**src/rtl/re_log_accum.sv**
```systemverilog
// re_log_accum: frame accumulator for remapped {k, m2} words.
// Sums FRAME_LEN accepted beats, then holds the sum until the result handshake.
//
// Ports:
//   clk, rst              clock, asynchronous active-high reset
//   in_valid, in_data     upstream beat (unsigned `NUM_LENGTH bits)
//   in_ready              high in IDLE/ACC, low while a result is pending
//   clr                   synchronous frame abort, overrides all handshakes
//   out_valid, out_ready  result handshake
//   out_sum, out_ovf      frame sum and sticky overflow flag
//
// Optional feature: define RE_ACC_SAT_EN to saturate the sum at 2^ACC_W-1
// and report overflow on out_ovf; otherwise the sum wraps and out_ovf is 0.

`ifndef NUM_LENGTH
`define NUM_LENGTH 32
`endif

module re_log_accum #(
   parameter int FRAME_LEN = 16,
   parameter int ACC_W     = 40
) (
   input  logic                   clk,
   input  logic                   rst,
   input  logic                   in_valid,
   input  logic [`NUM_LENGTH-1:0] in_data,
   output logic                   in_ready,
   input  logic                   clr,
   output logic                   out_valid,
   input  logic                   out_ready,
   output logic [ACC_W-1:0]       out_sum,
   output logic                   out_ovf
);

   localparam int          NL = `NUM_LENGTH;
   localparam logic [15:0] FL = 16'(FRAME_LEN);

   typedef enum logic [1:0] {
      IDLE,
      ACC,
      OUT
   } state_t;

   state_t           state;
   logic [ACC_W-1:0] acc;
   logic [15:0]      cnt;
   logic [15:0]      cnt_nxt;
   logic [ACC_W:0]   sum;

`ifdef RE_ACC_SAT_EN
   logic ovf;
`else
   logic unused_carry;
`endif

   // Handshake outputs decode straight from the state register.
   assign in_ready  = (state != OUT);
   assign out_valid = (state == OUT);
   assign out_sum   = acc;

   // One extra bit so the carry-out of the frame sum is visible.
   assign sum     = {1'b0, acc} + {{(ACC_W + 1 - NL){1'b0}}, in_data};
   assign cnt_nxt = cnt + 16'd1;

`ifdef RE_ACC_SAT_EN
   assign out_ovf = ovf;
`else
   assign out_ovf      = 1'b0;
   assign unused_carry = sum[ACC_W];
`endif

   always_ff @(posedge clk or posedge rst) begin
      if (rst) begin
         state <= IDLE;
         acc   <= '0;
         cnt   <= '0;
`ifdef RE_ACC_SAT_EN
         ovf   <= 1'b0;
`endif
      end else if (clr) begin
         state <= IDLE;
         acc   <= '0;
         cnt   <= '0;
`ifdef RE_ACC_SAT_EN
         ovf   <= 1'b0;
`endif
      end else begin
         unique case (state)
            IDLE: begin
               // First beat loads rather than adds; it can never overflow.
               if (in_valid) begin
                  acc   <= {{(ACC_W - NL){1'b0}}, in_data};
                  cnt   <= 16'd1;
                  state <= (FL == 16'd1) ? OUT : ACC;
               end
            end
            ACC: begin
               if (in_valid) begin
`ifdef RE_ACC_SAT_EN
                  // Once clamped, stay clamped for the rest of the frame.
                  if (ovf || sum[ACC_W]) begin
                     acc <= '1;
                     ovf <= 1'b1;
                  end else begin
                     acc <= sum[ACC_W-1:0];
                  end
`else
                  acc <= sum[ACC_W-1:0];
`endif
                  cnt <= cnt_nxt;
                  if (cnt_nxt == FL) begin
                     state <= OUT;
                  end
               end
            end
            OUT: begin
               // No beat is taken on the handshake cycle; next frame
               // starts from IDLE.
               if (out_ready) begin
                  state <= IDLE;
                  acc   <= '0;
                  cnt   <= '0;
`ifdef RE_ACC_SAT_EN
                  ovf   <= 1'b0;
`endif
               end
            end
            default: begin
               state <= IDLE;
            end
         endcase
      end
   end

endmodule

```
**config.mk**
```make
export PLATFORM = sky130hd
export DESIGN_NAME = re_log_accum
export DESIGN_NICKNAME = d
export VERILOG_FILES = /design/src/rtl/re_log_accum.sv
export SDC_FILE = /design/constraint.sdc
export NUM_CORES = 1
export LEC_CHECK = 0
export ABC_CLOCK_PERIOD_IN_PS = 7600
export BUFFER_PORTS_ARGS = -buffer_cell sky130_fd_sc_hd__clkbuf_2
export CORE_ASPECT_RATIO = 0.6
export CORE_UTILIZATION = 46
export CTS_BUF_LIST = sky130_fd_sc_hd__clkbuf_16
export CTS_CLUSTER_DIAMETER = 80
export DETAILED_ROUTE_END_ITERATION = 8
export GPL_ROUTABILITY_DRIVEN = 1
export GPL_TIMING_DRIVEN = 0
export PLACE_DENSITY = 0.78
export SETUP_SLACK_MARGIN = 0.1
export SLEW_MARGIN = 20
export SYNTH_ARGS = -nofsm -noshare
export SYNTH_HDL_FRONTEND = slang
export SYNTH_SLANG_ARGS = --single-unit
```
**constraint.sdc**
```tcl
create_clock -name clk -period 7.6 [get_ports clk]
set_clock_uncertainty 0.15 [all_clocks]
set_input_delay 1.14 -clock clk [delete_from_list [all_inputs] [get_ports clk]]
set_output_delay 1.14 -clock clk [all_outputs]
set_load 0.02 [all_outputs]
```
==> results.cfg, run 1 <==
[cts]
clkTransAtPathRegs_ns = 0.05
cts_resized = 0
cts_max_level = 3
clockBufferDepth = 2
cts_tree = built
cts_root_buf = clkbuf_16
post-cts-setup-buffer-count = 0
cts_hold_buf = 0
clock-sinks = 58
clkLatencyLatePin_ns = 0.34
numCtsBuffers = 9

[global_routing]
track_usage_pct = 27.26
grt_max_degree = 45
grt_pass1_wl_um = 21650
antenna_found_initial = 0
grt.overflow.total = 0
grt_pass1_vias = 4385

[placement]
io_buffer_count = 77
gp_congestion = 0.9620
dp_hpwl_um = 9991
dpl.cell_count = 740

[sta]
rsz0062_at_grt = false
worstMarginPinSlew_ns = 0.8507
finalSetupViolCount = 0
finalHoldViolCount = 0
relSlewSlack_pct = 43.08
max_freq_mhz = 255.3
maxSlewViolCount = 0
fin_crit_sh_pct = 51.53
setup_tns_ns = 0
fin_crit_ns = 3.916

[pwr]
fin_total_pwr_mw = 2.051
powerDensity_nw_per_um2 = 379.0
power.leakage_nw = 2.645
irDropWorstVdd_mv = 0.1722

[die]
fp.coreArea_um2 = 9425
die_x_um = 130.9
initial_core_util_pct = 48.64
rows = 27
die_height_um = 79.33
ios = 80
die_area_um2 = 10380

[setup_path]
worst_path_most_repeated_cell = o21ai_0
crit_path_end_kind = flip-flop
crit_required_ns = 7.65
path_cells = clkbuf_2, ha_1, fa_1, a21oi_1, o21ai_0, a221oi_2, o21ai_0, a21oi_1, o21ai_0, a21oi_1, xor2_1, o21ai_0
worstSetupStartpointType = primary input
crit_start = in_data[0]
path_max_fanout = 4
max_stage_delay_ns = 0.47
path_class = in -> reg
cp_slowest_cell = fa_1
r2r_start = out_sum[0]$_DFFE_PP0P_
cp.arrival_ns = 3.96

[drt]
drc = 0
drt_iter0_drc = 291
wl_per_cell_um = 17.65
ant_nets = 0
via_count = 4641
wl_um = 13330
first_pass_iters = 4
viasPerCell = 6.147

[synthesis]
synthCells = 532
ys_async_sr_fraction_pct = 100.0
ys_seq_area_share_pct = 31.66
synth_edf_count = 0
muxShareOfSynthArea_pct = 0.2183
synth_nets = 608
synthFlopType = dfrtp_1
avgSynthCellArea_um2 = 8.617
synthSimpleGateAreaFrac_pct = 15.56
synth-compound-area-share_pct = 30.84
synth_cell_type_count = 64
ys_ff_latch = 58
syn-cell-area_um2 = 4584
synth_xor_area_share_pct = 7.260
yosys_warnings = 0
synth_top_family_by_area = compound AO/OA/AOI/OAI gates
synthAdderAreaFrac_pct = 10.81

[job]
maxCapViolCount = 0

[layout]
nets = 697
n_antenna_cell = 0
drive_above_1_share_pct = 17.76
area_delta_synth_final_pct = 18.07
fin_cells = 755
n_fill_cell = 846

[hold_path]
min_path_type = reg -> reg
hp-start = cnt[15]$_DFFE_PP0P_

[status]
status = complete, no violations
-- sequential cells by signal, summed over array words and instances, names as in the netlist --
register / cells
out_sum: 40
cnt: 16
state: 2
-- area by class of cell --
cell class / instances / area, um^2 / share of cell area (%)
tap: 130 / 162.7 / 3.005
buffer: 26 / 111.4 / 2.057
sequential: 58 / 1451 / 26.81
clock buffer: 9 / 225.2 / 4.161
clock inverter: 6 / 25.02 / 0.4623
inverter: 14 / 55.05 / 1.017
timing repair buffer: 78 / 412.9 / 7.628
multi-input combinational: 434 / 2969 / 54.85
-- kinds of logic (layout without fill, tap and decap cells) --
group                    count (synthesis)  in the layout
flip-flops                              58             58
XOR/XNOR                                38             38
AO/OA/AOI/OAI                          209            209
adder cells (fa/ha/maj)                 39             39
AND/OR/NAND/NOR                        146            146
multiplexers                             1              1
other                                    1              1
buffers and inverters                   40            133
-- through the flow --
stage	util [%]	cell area, um^2	setup WS (ns)	hold WS, ns
after floorplan	-	4584	4.006	0.3246
after global placement	54.45	5132	3.500	0.3417
after detailed placement	54.77	5162	3.459	0.3448
after CTS	57.43	5413	3.788	0.3570
after global routing	57.43	5413	3.567	0.3813
final	57.43	5413	3.684	0.3599
-- metal layers --
metal	track usage (%)	up-vias	routed length, um
li1	-	2180	-
met1	38.23	2223	6377
met2	41.38	215	5628
met3	6.604	23	1107
met4	7.701	0	212
met5	0	-	0
-- synth_stat cells (6+ instances only) --
cell type | count | area [um^2]
a22oi_1 | 11 | 82.58
a31oi_1 | 12 | 75.07
xnor2_1 | 24 | 210.2
nand3_1 | 20 | 100.1
a22o_1 | 24 | 210.2
clkbuf_1 | 22 | 82.58
inv_1 | 14 | 52.55
nor2_1 | 20 | 75.07
a21oi_1 | 41 | 205.2
and3_1 | 15 | 93.84
o21ai_1 | 6 | 30.03
o21ai_0 | 57 | 285.3
nor3_1 | 13 | 65.06
a21o_1 | 16 | 120.1
ha_1 | 38 | 475.5
nand2_1 | 53 | 198.9
xor2_1 | 14 | 122.6
dfrtp_1 | 58 | 1451
-- path summary, 6_finish.rpt --
check                                          end  slack (ns)  cells after the start
max                        out_sum[26]$_DFFE_PP0P_        3.68                     12
min                            cnt[15]$_DFFE_PP0P_        0.36                      1
max reg2reg                out_sum[26]$_DFFE_PP0P_        4.20                     11
min reg2reg                    cnt[15]$_DFFE_PP0P_        0.36                      1
max in group asynchronous   out_sum[4]$_DFFE_PP0P_        6.23                      3
min in group asynchronous  out_sum[11]$_DFFE_PP0P_        0.58                      2
-- power breakdown --
part | internal (mW) | switching [mW] | leakage, nW
logic | 0.461 | 0.773 | 1.74
registers | 0.385 | 0.0720 | 0.783
clock network | 0.213 | 0.146 | 0.125
total | 1.06 | 0.992 | 2.64
-- cell usage in the layout (no fill, tap or decap), types with 12 or more instances in the layout --
cell type / instances
a21oi_1: 41
xnor2_1: 24
a22o_1: 24
nor2_1: 20
ha_1: 38
nand2_1: 53
a21o_1: 16
clkbuf_2: 77
dfrtp_1: 58
nand3_1: 20
xor2_1: 14
nor3_1: 13
o21ai_0: 57
inv_1: 13
a31oi_1: 12
clkbuf_1: 22
and3_1: 15
-- critical path: cells and delay by family --
family          cells  cell delay [ns]
compound gates      8             1.83
xor+xnor            1             0.18
fa+ha+maj           2             0.70
buf+inv             1             0.11
Power figures use the tool's default switching activity.
==> run 2, diff against run 1 <==
--- a/config.mk
+++ b/config.mk
@@ -5,7 +5,7 @@
 export SDC_FILE = /design/constraint.sdc
 export NUM_CORES = 1
 export LEC_CHECK = 0
-export ABC_CLOCK_PERIOD_IN_PS = 7600
+export ABC_CLOCK_PERIOD_IN_PS = 3600
 export BUFFER_PORTS_ARGS = -buffer_cell sky130_fd_sc_hd__clkbuf_2
 export CORE_ASPECT_RATIO = 0.6
 export CORE_UTILIZATION = 46
@@ -14,7 +14,7 @@
 export DETAILED_ROUTE_END_ITERATION = 8
 export GPL_ROUTABILITY_DRIVEN = 1
 export GPL_TIMING_DRIVEN = 0
-export PLACE_DENSITY = 0.78
+export PLACE_DENSITY = 0.8
 export SETUP_SLACK_MARGIN = 0.1
 export SLEW_MARGIN = 20
 export SYNTH_ARGS = -nofsm -noshare
==> constraint.sdc (replaced) <==
create_clock -name clk -period 3.6 [get_ports clk]
set_clock_uncertainty 0.15 [all_clocks]
set_input_delay 0.54 -clock clk [delete_from_list [all_inputs] [get_ports clk]]
set_output_delay 0.54 -clock clk [all_outputs]
set_load 0.02 [all_outputs]
==> run 2 against run 1 <==
Effect of this change: critical path depth unchanged; non-clock buffer count rose by 3; sequential power rose by 110%; global-route usage fell by 0.22 points; flip-flop and latch count did not move; clock-buffer cell count unchanged; largest power group unchanged; via count is 1.2% higher; cell count up 0.40%; largest cell class unchanged; clock power grew 110%; worst hold slack worse by 0.044 ns; setup slack got worse by 3.4 ns; wire length rose by 1.8%.
==> results.cfg, run 2 (synthesis results as in run 1) <==
[status]
status = complete, no violations

[sta]
maxSlewViolCount = 0
finalSetupViolCount = 0
relSlewSlack_pct = 47.94
rsz0062_at_grt = false
max_freq_mhz = 304.2
whs_ns = 0.3156
worstMarginPinSlew_ns = 0.7780
fin_crit_sh_pct = 91.32
fin_crit_ns = 3.287
finalHoldViolCount = 0

[layout]
n_antenna_cell = 0
post-route-util_pct = 57.72
area_delta_synth_final_pct = 18.67
seqCellArea_um2 = 1451
nets = 700
fin_cells = 758
final_common_cell = clkbuf_2
n_fill_cell = 845
final_area_um2 = 5440
drive_above_1_share_pct = 17.99
largest_reg_flops = 40
final_cell_mix = clkbuf_2 (77), dfrtp_1 (58), o21ai_0 (57)
multi_input_area_um2 = 2969

[setup_path]
crit_path_end_kind = flip-flop
cp.arrival_ns = 3.33
crit_required_ns = 3.64
path_max_fanout = 4
worstSetupStartpointType = flip-flop
path_class = reg -> reg

[pwr]
powerDensity_nw_per_um2 = 801.7
power.leakage_nw = 2.661
irDropWorstVdd_mv = 0.3624
fin_total_pwr_mw = 4.361

[cts]
cts_resized = 0
cts_tree = built
clkLatencyLatePin_ns = 0.34
cts_max_level = 3
clock-sinks = 58
numCtsBuffers = 9
clockBufferDepth = 2
clkTransAtPathRegs_ns = 0.05
cts_root_buf = clkbuf_16

[drt]
wl_per_cell_um = 17.90
via_count = 4699
wl_um = 13570
drt_iter0_drc = 377
first_pass_iters = 5
ant_nets = 0
viasPerCell = 6.199
drc = 0

[job]
maxCapViolCount = 0

[global_routing]
track_usage_pct = 27.04
grt_pass1_wl_um = 21290
grt_max_degree = 44
antenna_found_initial = 0
grt.overflow.total = 0
grt_pass1_vias = 4158

[die]
fp.coreArea_um2 = 9425
ios = 80
rows = 27
die_height_um = 79.33
die_area_um2 = 10380
initial_core_util_pct = 48.64
die_x_um = 130.9

[placement]
dpl_cell_area_um2 = 5162
dp_hpwl_um = 10310
io_buffer_count = 77
gp_congestion = 0.9216
dpl.cell_count = 740

[hold_path]
min_path_type = in -> reg
run 2: cell count changes in the layout (fill, tap and decap cells not counted):
cell           delta
buf_4             +2
dlygate4sd3_1     +1
clkinvlp_4        +1
clkinv_2          -1
inv_1             +2
clkinv_1          -2
run 2: layout make-up:
cell class | instances | area share (%)
buffer | 26 | 2.047
clock buffer | 9 | 4.140
clock inverter | 6 | 0.5060
inverter | 14 | 1.012
multi-input combinational | 434 | 54.58
sequential | 58 | 26.68
tap | 130 | 2.990
timing repair buffer | 81 | 8.050
run 2: report_power, final:
part	switching (mW)	internal [mW]	leakage [nW]
combinational	1.65	0.990	1.75
clock	0.302	0.450	0.129
sequential	0.156	0.814	0.783
total	2.11	2.25	2.66
run 2: worst paths after layout:
check,slack (ns),from,endpoint,depth (start not counted)
worst min register to register,0.36,cnt[15]$_DFFE_PP0P_,cnt[15]$_DFFE_PP0P_,1
worst max register to register,0.31,out_sum[0]$_DFFE_PP0P_,out_sum[26]$_DFFE_PP0P_,12
worst max-delay path,0.31,out_sum[0]$_DFFE_PP0P_,out_sum[26]$_DFFE_PP0P_,12
max in group asynchronous,2.24,rst,cnt[9]$_DFFE_PP0P_,4
min in group asynchronous,0.55,rst,out_sum[12]$_DFFE_PP0P_,3
worst min-delay path,0.32,in_data[23],out_sum[23]$_DFFE_PP0P_,3
run 2: metal layers:
layer | track usage (%) | part of all wire, % | up-vias
met3 | 6.806 | 8.8 | 30
met4 | 8.506 | 1.9 | 0
li1 | - | - | 2182
met5 | 0 | 0 | -
met2 | 40.11 | 42 | 231
met1 | 38.21 | 47 | 2256
run 2: worst max-delay path: stages (launching register included):
cell and delay, ns:
dfrtp_1 0.40, ha_1 0.23, fa_1 0.48, a21oi_1 0.22, o21ai_0 0.19, a221oi_2 0.27
buf_4 0.17, o21ai_0 0.13, a21oi_1 0.28, o21ai_0 0.16, a21oi_1 0.19, xor2_1 0.19
o21ai_0 0.10
run 2: repair_timing:
item	in CTS	in global routing
hold buffers	1	0
endpoints found under the setup margin	0	4
endpoints found under the hold margin	14	0
setup buffers	0	2
run 2: stage by stage:
| stage | TNS [ns] | worst slack, ns |
|---|---|---|
| finish | 0 | 0.3126 |
| global route | 0 | 0.1028 |
| CTS | 0 | 0.2373 |
| detailed placement | -0.006096 | -0.004642 |
| global placement | 0 | 0.05366 |
| floorplan | 0 | 0.6062 |
==> run 3, diff against run 2 <==
--- a/config.mk
+++ b/config.mk
@@ -5,16 +5,16 @@
 export SDC_FILE = /design/constraint.sdc
 export NUM_CORES = 1
 export LEC_CHECK = 0
-export ABC_CLOCK_PERIOD_IN_PS = 3600
+export ABC_CLOCK_PERIOD_IN_PS = 3300
 export BUFFER_PORTS_ARGS = -buffer_cell sky130_fd_sc_hd__clkbuf_2
 export CORE_ASPECT_RATIO = 0.6
-export CORE_UTILIZATION = 46
+export CORE_UTILIZATION = 45
 export CTS_BUF_LIST = sky130_fd_sc_hd__clkbuf_16
 export CTS_CLUSTER_DIAMETER = 80
 export DETAILED_ROUTE_END_ITERATION = 8
 export GPL_ROUTABILITY_DRIVEN = 1
 export GPL_TIMING_DRIVEN = 0
-export PLACE_DENSITY = 0.8
+export PLACE_DENSITY = 0.76
 export SETUP_SLACK_MARGIN = 0.1
 export SLEW_MARGIN = 20
 export SYNTH_ARGS = -nofsm -noshare
==> constraint.sdc (replaced) <==
create_clock -name clk -period 3.3 [get_ports clk]
set_clock_uncertainty 0.15 [all_clocks]
set_input_delay 0.495 -clock clk [delete_from_list [all_inputs] [get_ports clk]]
set_output_delay 0.495 -clock clk [all_outputs]
set_load 0.02 [all_outputs]
==> run 3 against run 2 <==
Effect of this change: wire length is 0.87% lower; cell count increased by 0.40%; critical path depth shrank 1; die area rose by 2.2%; sequential power increased by 9%; global-route usage decreased by 0.61 points; core utilization decreased by 2.0 points; setup slack got worse by 0.13 ns; sequential share of layout area down 0.29 points; largest power group unchanged; register-to-register slack worse by 0.13 ns; largest cell class unchanged; design area increased by 1.1%.
==> results.cfg, run 3 (synthesis results as in run 1) <==
[drt]
first_pass_iters = 5
drt_iter0_drc = 433
wl_um = 13450
drc = 0
viasPerCell = 6.046
via_count = 4601
wl_per_cell_um = 17.67
ant_nets = 0

[setup_path]
crit_path_end_kind = flip-flop
ff2ff_path_depth = 11
rrSetupSlack_ns = 0.18
r2r_end = out_sum[23]$_DFFE_PP0P_
worst_path_most_repeated_cell = clkbuf_1
max_stage_delay_ns = 0.42
cp_slowest_cell = a21oi_1
path_class = reg -> reg
r2r_start = state[1]$_DFFE_PP0P_
path_max_fanout = 10
worstSetupStartpointType = flip-flop
crit_required_ns = 3.35
cp.arrival_ns = 3.16
path_cells = inv_1, ha_1, clkbuf_1, o21bai_1, a21oi_1, a21o_1, buf_1, nor3_1, clkbuf_1, a22oi_1, o21ai_0

[status]
status = complete, no violations

[sta]
fin_crit_ns = 3.116
whs_ns = 0.2688
maxSlewViolCount = 0
finalSetupViolCount = 0
rsz0062_at_grt = true
max_freq_mhz = 320.9
fin_crit_sh_pct = 94.43
worstMarginPinSlew_ns = 0.7399
finalHoldViolCount = 0
relSlewSlack_pct = 50.26

[layout]
post-route-util_pct = 55.67
fin_cells = 761
nets = 699
seqCellArea_um2 = 1451
drive_above_1_share_pct = 19.65
final_common_cell = clkbuf_2
area_delta_synth_final_pct = 19.98
final_cell_mix = clkbuf_2 (78), dfrtp_1 (58), o21ai_0 (56)
largest_reg_flops = 40
n_fill_cell = 925
multi_input_area_um2 = 3009
n_antenna_cell = 0

[global_routing]
track_usage_pct = 26.42
grt_max_degree = 51
grt.overflow.total = 0
grt_pass1_vias = 4340
antenna_found_initial = 0
grt_pass1_wl_um = 21950

[cts]
cts_tree = built
cts_max_level = 3
cts_root_buf = clkbuf_16
clock-sinks = 58
clkTransAtPathRegs_ns = 0.05
numCtsBuffers = 9
clkLatencyLatePin_ns = 0.33
clockBufferDepth = 2

[placement]
dp_hpwl_um = 9986
io_buffer_count = 77
dpl.cell_count = 745
gp_congestion = 0.9254

[die]
die_x_um = 132.3
die_area_um2 = 10610
ios = 80
rows = 28
die_height_um = 80.18
fp.coreArea_um2 = 9879
initial_core_util_pct = 46.40

[hold_path]
worst_hold_path.endpoint = out_sum[0]$_DFFE_PP0P_
hp-start = in_data[0]
holdPathStages = 2
min_path_type = in -> reg

[pwr]
power.leakage_nw = 2.669
powerDensity_nw_per_um2 = 887.2
irDropWorstVdd_mv = 0.3694

[job]
maxCapViolCount = 0
[run 3: critical path: cells and delay by family, from the launching register on]
kind | cells | cell delay, ns
buffers and inverters | 4 | 1.07
DFF | 1 | 0.37
adders and majority gates | 1 | 0.16
AOI/OAI and AO/OA | 5 | 1.02
and+or+nand+nor | 1 | 0.22
[run 3: per-stage QoR]
stage / instance area (um^2) / setup TNS [ns] / worst slack (ns) / total power [mW]
CTS: 5466 / 0 / 0.1066 / 4.791
finish: 5500 / 0 / 0.1837 / 4.880
floorplan: 4584 / 0 / 0.3512 / 3.075
global placement: 5139 / -1.345 / -0.2721 / 3.774
detailed placement: 5169 / -1.713 / -0.3302 / 3.846
global route: 5500 / -0.08724 / -0.03899 / 5.217
[run 3: layer usage]
layer | wire length, um | track usage (%) | share of wire [%] | up-vias
li1 | - | - | - | 2182
met1 | 6486 | 37.74 | 48 | 2190
met2 | 5545 | 38.47 | 41 | 212
met3 | 1252 | 7.323 | 9.3 | 17
met4 | 165 | 7.701 | 1.2 | 0
met5 | 0 | 0 | 0 | -
[run 3: how the worst max path moves through the flow]
stage                          from                      end  slack (ns)  depth (start not counted)
4_1_cts        state[1]$_DFFE_PP0P_      cnt[12]$_DFFE_PP0P_        0.11                         10
6_report       state[1]$_DFFE_PP0P_  out_sum[23]$_DFFE_PP0P_        0.18                         11
3_5_place_dp             in_data[0]  out_sum[26]$_DFFE_PP0P_       -0.33                         12
5_1_grt        state[1]$_DFFE_PP0P_       cnt[3]$_DFFE_PP0P_       -0.04                         11
2_1_floorplan            in_data[0]  out_sum[38]$_DFFE_PP0P_        0.35                         11
3_3_place_gp             in_data[0]  out_sum[26]$_DFFE_PP0P_       -0.27                         12
[run 3: where the power goes]
part | total (mW) | internal [mW] | switching, mW
registers | 1.06 | 0.888 | 0.171
logic | 2.92 | 1.09 | 1.83
clock network | 0.898 | 0.567 | 0.331
total | 4.88 | 2.55 | 2.33
[run 3: repair_timing]
item,in CTS,in global routing
hold buffers,1,0
gates resized for setup,2,12
endpoints found under the hold margin,8,0
endpoints found under the setup margin,6,46
buffers inserted,1,0
pin swaps,1,0
[run 3: layout make-up]
class                           instances  area share [%]
Multi-Input combinational cell        434           54.71
Sequential cell                        58           26.39
Timing Repair Buffer                   80           7.825
Clock buffer                            9           4.095
Tap cell                              135           3.071
Buffer                                 26           2.047
Inverter                               14           1.001
Clock inverter                          5          0.8644
